### src/rtl/mmio_io_bank.sv
// Memory-mapped IO bank: byte-maskable output channels, a free-running cycle
// counter and a down-counting timer with auto-reload and a level interrupt.
module mmio_io_bank #(
    parameter int unsigned NUM_CH   = 4,
    parameter int unsigned CH_WIDTH = 8
) (
    input  logic                         clk,
    input  logic                         reset,
    input  logic                         sel,
    input  logic                         wr_en,
    input  logic [31:0]                  addr,
    input  logic [31:0]                  wdata,
    input  logic [3:0]                   wmask,
    output logic [31:0]                  rdata,
    output logic [NUM_CH*CH_WIDTH-1:0]   ch_out,
    output logic                         irq
);

    localparam logic [3:0] IDX_CYCLE  = 4'd8;
    localparam logic [3:0] IDX_LOAD   = 4'd9;
    localparam logic [3:0] IDX_CTRL   = 4'd10;
    localparam logic [3:0] IDX_COUNT  = 4'd11;
    localparam logic [3:0] IDX_STATUS = 4'd12;

    logic [CH_WIDTH-1:0] ch_q [NUM_CH];
    logic [31:0]         cycle_q;
    logic [31:0]         load_q;
    logic [31:0]         count_q;
    logic                en_q;
    logic                auto_q;
    logic                ie_q;
    logic                exp_q;

    logic [3:0] idx;
    logic       we;
    logic       ctrl_wr;
    logic       stat_clr;
    logic       en_rise;
    logic       expire;
    logic       unused_addr;

    assign idx         = addr[5:2];
    assign we          = sel & wr_en;
    assign ctrl_wr     = we && (idx == IDX_CTRL) && wmask[0];
    assign stat_clr    = we && (idx == IDX_STATUS) && wmask[0] && wdata[0];
    assign en_rise     = ctrl_wr && wdata[0] && !en_q;
    assign expire      = en_q && (count_q == 32'd1);
    assign unused_addr = ^{addr[31:6], addr[1:0]};

    // Replace only the byte lanes enabled by m.
    function automatic logic [31:0] lane_merge(input logic [31:0] old_v,
                                               input logic [31:0] new_v,
                                               input logic [3:0]  m);
        logic [31:0] r;
        r = old_v;
        for (int k = 0; k < 4; k++) begin
            if (m[k]) r[8*k +: 8] = new_v[8*k +: 8];
        end
        return r;
    endfunction

    // Channel registers; bits at or above CH_WIDTH are never stored.
    always_ff @(posedge clk or posedge reset) begin
        if (reset) begin
            for (int i = 0; i < NUM_CH; i++) ch_q[i] <= '0;
        end else begin
            for (int i = 0; i < NUM_CH; i++) begin
                if (we && (idx == 4'(i)))
                    ch_q[i] <= CH_WIDTH'(lane_merge(32'(ch_q[i]), wdata, wmask));
            end
        end
    end

    // Cycle counter, LOAD/CTRL/STATUS and the timer countdown.
    always_ff @(posedge clk or posedge reset) begin
        if (reset) begin
            cycle_q <= '0;
            load_q  <= '0;
            count_q <= '0;
            en_q    <= 1'b0;
            auto_q  <= 1'b0;
            ie_q    <= 1'b0;
            exp_q   <= 1'b0;
        end else begin
            cycle_q <= cycle_q + 32'd1;

            if (we && (idx == IDX_LOAD))
                load_q <= lane_merge(load_q, wdata, wmask);

            if (en_rise)
                count_q <= load_q;
            else if (en_q && (count_q != 32'd0))
                count_q <= count_q - 32'd1;
            else if (en_q && auto_q)
                count_q <= load_q;

            if (ctrl_wr) begin
                en_q   <= wdata[0];
                auto_q <= wdata[1];
                ie_q   <= wdata[2];
            end else if (expire && !auto_q) begin
                en_q <= 1'b0;
            end

            // An expiry on the same edge as a clear keeps EXP set.
            if (expire)
                exp_q <= 1'b1;
            else if (stat_clr)
                exp_q <= 1'b0;
        end
    end

    always_comb begin
        ch_out = '0;
        for (int i = 0; i < NUM_CH; i++) ch_out[i*CH_WIDTH +: CH_WIDTH] = ch_q[i];
    end

    assign irq = exp_q & ie_q;

    // Read mux, independent of sel and wr_en.
    always_comb begin
        rdata = '0;
        case (idx)
            IDX_CYCLE:  rdata = cycle_q;
            IDX_LOAD:   rdata = load_q;
            IDX_CTRL:   rdata = {29'd0, ie_q, auto_q, en_q};
            IDX_COUNT:  rdata = count_q;
            IDX_STATUS: rdata = {31'd0, exp_q};
            default: begin
                for (int i = 0; i < NUM_CH; i++) begin
                    if (idx == 4'(i)) rdata = 32'(ch_q[i]);
                end
            end
        endcase
    end

endmodule

### config.mk
export PLATFORM = sky130hd
export DESIGN_NAME = mmio_io_bank
export DESIGN_NICKNAME = d
export VERILOG_FILES = /design/src/rtl/mmio_io_bank.sv
export SDC_FILE = /design/constraint.sdc
export NUM_CORES = 1
export LEC_CHECK = 0
export ABC_AREA = 1
export BUFFER_PORTS_ARGS = -buffer_cell sky130_fd_sc_hd__buf_2
export CAP_MARGIN = 20
export CORE_ASPECT_RATIO = 0.6
export CORE_MARGIN = 8
export CORE_UTILIZATION = 45
export DETAILED_ROUTE_END_ITERATION = 8
export PLACE_DENSITY = 0.73
export SLEW_MARGIN = 20
export SYNTH_ARGS = -nofsm -noshare
export SYNTH_HDL_FRONTEND = slang
export SYNTH_SLANG_ARGS = --single-unit
### constraint.sdc
create_clock -name clk -period 4.3 [get_ports clk]
set_input_delay 0.86 -clock clk [delete_from_list [all_inputs] [get_ports clk]]
set_output_delay 0.86 -clock clk [all_outputs]
set_load 0.005 [all_outputs]
======== After elaboration in Yosys (flattened, before gate mapping) ========
Index checks and enable logic that the tools add are counted.
word-level totals
  output and inout bits ................... 65
  input port bits ......................... 72
  logic and storage cells ................. 70
  flip-flop bits (word level) ............. 132
operators by class
  bitwise operators ....................... 2
  muxes and demuxes ....................... 12
  equal/unequal tests ..................... 9
  $add $sub $neg .......................... 2
  reductions and logical operators ........ 31
operators with widths
  operator                 number
  $mux W32                 6
  $pmux W32 S5             1
  $add A32 B1 Y32 const B  1
  $eq A32 B1 Y1 const B    1
  $reduce_bool A32 Y1      1
  $sub A32 B1 Y32 const B  1
  $eq A4 B4 Y1 const B     5
  $logic_and A1 B1 Y1      16
  $reduce_and A2 Y1        8
  $eq A4 B2 Y1 const B     2
  $mux W8                  1
  $eq A4 B1 Y1 const B     1
  $logic_not A4 Y1         1
  $mux W1                  4
  $reduce_bool A2 Y1       2
  $reduce_bool A3 Y1       1
  $and A1 B1 Y1            2
  $logic_not A1 Y1         2

======== Longest topological paths before layout ========
  depth after elaboration ................. 6
  depth in mapped cells ................... 12
  mapped depth without buffers ............ 11

======== Least setup slack after synthesis ========
Ideal clock, no wire load.
  kind .................................... input to output
  from .................................... in addr[3]
  to ...................................... out rdata[15]
  stages .................................. 6
  arrival ................................. 1830 ps
  path slack .............................. 1610 ps
  buffers on the path ..................... 1
  data required time ...................... 3440 ps
  cells stage by stage .................... nor2_1 -> inv_1 -> nor2_2 -> inv_1 -> clkbuf_1 -> o221ai_1
on the way
  word-level cells in the longest chain between the ends .. 4
  elaborated cells on any way between the ends .. 10
  classes of those cells .................. eq/ne (7); mux (3)
RTL lines
  element                line  text
  start: declaration     11    input logic [31:0] addr,
  $eq A4 B2 Y1           131   if (idx == 4'(i)) rdata = 32'(ch_q[i]);
  $mux W32 (2 in a row)  131
  $pmux W32 S5 (*)       123   case (idx)
  end: declaration       14    output logic [31:0] rdata,
Mark *: on every way between the ends. The rest lies on a longest branch, timed or not.

======== Worst setup path after layout ========
  from .................................... in addr[3]
  to ...................................... out rdata[0]
on the way
  word-level cells in the longest chain between the ends .. 6
  elaborated cells on any way between the ends .. 14
  classes of those cells .................. eq/ne (8); mux (5); reduce/logical (1)
RTL lines
  element                line
  $logic_not A4 Y1       131
  $mux W8                131
  $mux W32 (3 in a row)  131
  $pmux W32 S5 (*)       123
Marked as above.

==> results.txt <==
----------------------------------------------------
[CTS]
  Cts bufs inserted ... 17
  Maximum buffer depth of the clock tree ... 2
  CTS root buffer ... clkbuf_16
  CTS clock-pin slew for the worst setup and hold paths ... ~60 ps
  Total number of H-tree levels ... 4
  Clock sink count ... 132
  Post CTS Setup Buffer Count ... 0
  Number of gates resized after cts ... 0
  Latest clock arrival within the worst-skew pair ... around 420 ps
  CTS hold repair buffers ... 0
  TritonCTS clock tree ... done

[Power and ir drop]
  Design internal power ... between 0.002 and 0.003 W
  Maximum ir drop on the vdd rail ... between 200 and 300 µV
  Relative contribution of sequential cells to total power ... between 40% and 50%
  Overall Power ... approximately 0.0043 W
  Switching Share ... a little under two fifths
  Power per cell area ... around 480 nW/µm²
  LEAKAGE ... 4.504 nW
  Share of power burned in the clock network ... 33.4%
  NetSw ... ~0.0017 W
  Proportion of power drawn by combinational gates ... 25.6%

[STA]
  Hold Violations, Final ... 0
  Max Freq ... 0.2952 GHz
  Final period util ... 78.78%
  Setup repair after global routing missed its margin ... false
  Max-slew violations ... 0
  Relative slew margins ... 35.27%
  Post-Route Setup TNS ... 0 ps
  Final setup violation count ... 0
  Slew @ Worst Pin ... between 900 and 1000 ps
  Period minus WS final ... between 3000 and 4000 ps
  Hold_ws ... approximately 500 ps
  Setup ws final ... 912.6 ps
  Worst-case clock skew ... between 10 and 15 ps

[Floorplan]
  Die area ... ~22,000 µm²
  Die boundary width ... roughly 180 µm
  Std-Cell Core Area ... about 17,000 µm²
  Die height ... between 100 and 150 µm
  Initial Utilization ... approximately 45%
  Boundary pin count ... between 100 and 150
  Total number of placement rows ... 37

[Layout]
  Total inserted antenna cells ... 0
  Net count, final ... 1,185
  Most common cell after layout, fill and taps aside ... nand2_1
  Number of fill cells ... between 1,500 and 2,000
  Multi-input gate area ... between 3000 and 4000 µm²
  Highest-count cells in the layout ignoring fill and taps ... 318 x nand2_1, 132 x dfrtp_1, 108 x buf_2
  Final Core Density ... between 50% and 60%
  Area growth from synthesis to layout ... 16.84%
  Sequential standard cell area ... between 3000 and 4000 µm²
  Share of layout cells above drive strength 1 ... approximately 18%

[Drt]
  Total number of vias ... 7,382
  Number of DRC markers after the initial detailed-route iteration ... 1,136
  DRT antenna net count ... 0
  Final routed wirelength across all metal layers ... ~24,000 µm
  Number of optimization iterations in the first detailed-route pass ... 6
  Post-DR wirelength/cell ... about 18 µm
  Drt drc ... 0
  Vias per Instance ... between 5 and 6

[Logic synthesis]
  Area share of fa/ha/maj cells after synthesis ... 0.4881%
  Yosys warning total ... 0
  Post-synthesis area per instance ... roughly 7.7 µm²
  Area share of xor/xnor cells in the synthesized design ... roughly 4.4%
  Largest family of logic cells by synthesized area ... simple AND/OR/NAND/NOR gates
  Total nets after synthesis ... about 1,100
  Combined area of all synthesized cells ... ~7700 µm²
  Asr flop ratio synth ... 100.0%
  Fraction of post-synthesis cell area in the top cell type by area ... 42.95%
  Main flop type after synthesis ... dfrtp_1
  Share of cell area taken by muxes after synthesis ... under 10%
  Fraction of the mapped netlist area in simple logic gates ... between 30% and 40%
  Number of register bits inferred by synthesis ... roughly 130
  Most area-hungry cell type in the Yosys netlist ... dfrtp_1
  Post-synthesis sequential area ratio ... between 40% and 50%
  Top cells by area in the synthesized netlist ... dfrtp_1 43%, nand2_1 16%, inv_1 4.7%
  Number of instances in the synthesized netlist ... 1,001
  Number of library cell types mapped by synthesis ... 41
  Count of flip-flops with a built-in enable after synthesis ... 0
  Compound-Gate Fraction of Synth Area ... under 10%

[Hold path]
  Path type of the worst min-delay path ... register to register
  Hold path start ... ch_out[31]$_DFFE_PP0P_

[Worst setup path]
  Launch point of the worst path ... addr[3]
  Max FO, Critical Path ... 17
  Critical path arrival ... roughly 2500 ps
  Startpoint kind of the worst setup timing path ... primary input
  Kind of capture point of the worst setup path ... output pin
  Reg2Reg Launch Point ... count_q[0]$_DFFE_PP0P_
  Critical path data required time ... approximately 3400 ps
  Crit Path Category ... primary input to output pin

[Place]
  Port-buffer cells ... 108
  Worst-case setup slack after placement ... approximately 920 ps
  Final estimated routing congestion in global placement ... between 0.9 and 1
  DP Wirelength ... between 15,000 and 20,000 µm

[Job]
  Number of max-cap violations ... 0

[Global routing]
  Global-route wire length before repair ... approximately 38,000 µm
  Maximum number of pins on one net before global-route repair ... 83
  Initial antenna violation count ... 0
  Total overflow reported by the global router ... 0
  Combined global-route utilization of all metal layers ... ~23%
  Via count of the first global-routing pass ... around 7,000

[Outcome]
  Outcome ... completed

----------------------------------------------------
==> power groups by stage <==
| stage | sequential [W] | clock [W] | combinational [W] |
|---|---|---|---|
| after floorplan | 0.00169 | 0 | 0.000797 |
| after global placement | 0.00178 | 0 | 0.00106 |
| after detailed placement | 0.00178 | 0 | 0.00108 |
| after CTS | 0.00176 | 0.00146 | 0.00109 |
| after global routing | 0.00181 | 0.00152 | 0.00126 |
| final | 0.00178 | 0.00145 | 0.00111 |
==> state kept, by name, indices dropped and copies added, names as in the netlist <==
register / flops
exp_q: 1
load_q: 32
count_q: 32
en_q: 1
cycle_q: 32
ch_out: 32
ie_q: 1
auto_q: 1
==> cells in the mapped netlist, types with 9 or more instances <==
master	number
dfrtp_1	132
xor2_1	34
a21oi_1	13
mux2_1	16
o21ai_0	70
nor2_1	94
nand2_1	318
o211ai_1	10
buf_2	9
nand2_2	11
nand4_1	11
o221ai_1	13
nor3_1	13
inv_1	97
nand3_1	70
==> worst max-delay path, cell delays in order <==
cell and delay (ps):
buf_2 150, nor2_1 60, buf_4 150, inv_1 60
nor2_2 30, buf_4 190, inv_1 460, o22ai_1 130
nor3_1 220, nand2_1 80, buf_2 130
==> routing by layer <==
layer	up-vias	global-route usage, %	wire length, µm
li1	3465	-	-
met1	3503	33.07	10750
met2	381	32.49	10270
met3	33	6.782	2808
met4	0	5.839	336
met5	-	0	0
==> through the flow <==
| step | area (µm²) | cells |
|---|---|---|
| 2_1_floorplan | 7694 | 1001 |
| 3_3_place_gp | 8404 | 1325 |
| 3_5_place_dp | 8404 | 1325 |
| 4_1_cts | 8985 | 1357 |
| 5_1_grt | 8985 | 1357 |
| 6_report | 8985 | 1357 |
==> path summary, 6_finish.rpt <==
kind / slack, ps / end / cells after the start
setup reg to reg: 1650 / count_q[2]$_DFFE_PP0P_ / 10
max in group asynchronous: 3170 / count_q[16]$_DFFE_PP0P_ / 3
min in group asynchronous: 530 / ch_out[1]$_DFFE_PP0P_ / 3
hold reg to reg: 510 / ch_out[31]$_DFFE_PP0P_ / 2
setup / recovery: 910 / rdata[0] / 11
hold / removal: 510 / ch_out[31]$_DFFE_PP0P_ / 2
==> logic make-up (layout without fill, tap and decap cells) <==
logic type | Yosys count | in the layout
AND/OR/NAND/NOR | 549 | 549
AO/OA/AOI/OAI | 124 | 124
multiplexers | 24 | 24
buffers and inverters | 130 | 252
flip-flops | 132 | 132
XOR/XNOR | 39 | 39
adder cells (fa/ha/maj) | 3 | 3
==> cell type report <==
type                    count  share of cell area (%)
multi-input cells         739                   42.31
flip-flops and latches    132                   36.76
repair buffers            116                   6.824
clock buffers              18                   4.888
inverters                 104                   4.387
well taps                 234                   3.259
clock inverters            14                   1.574
Power figures use the tool's default switching activity.
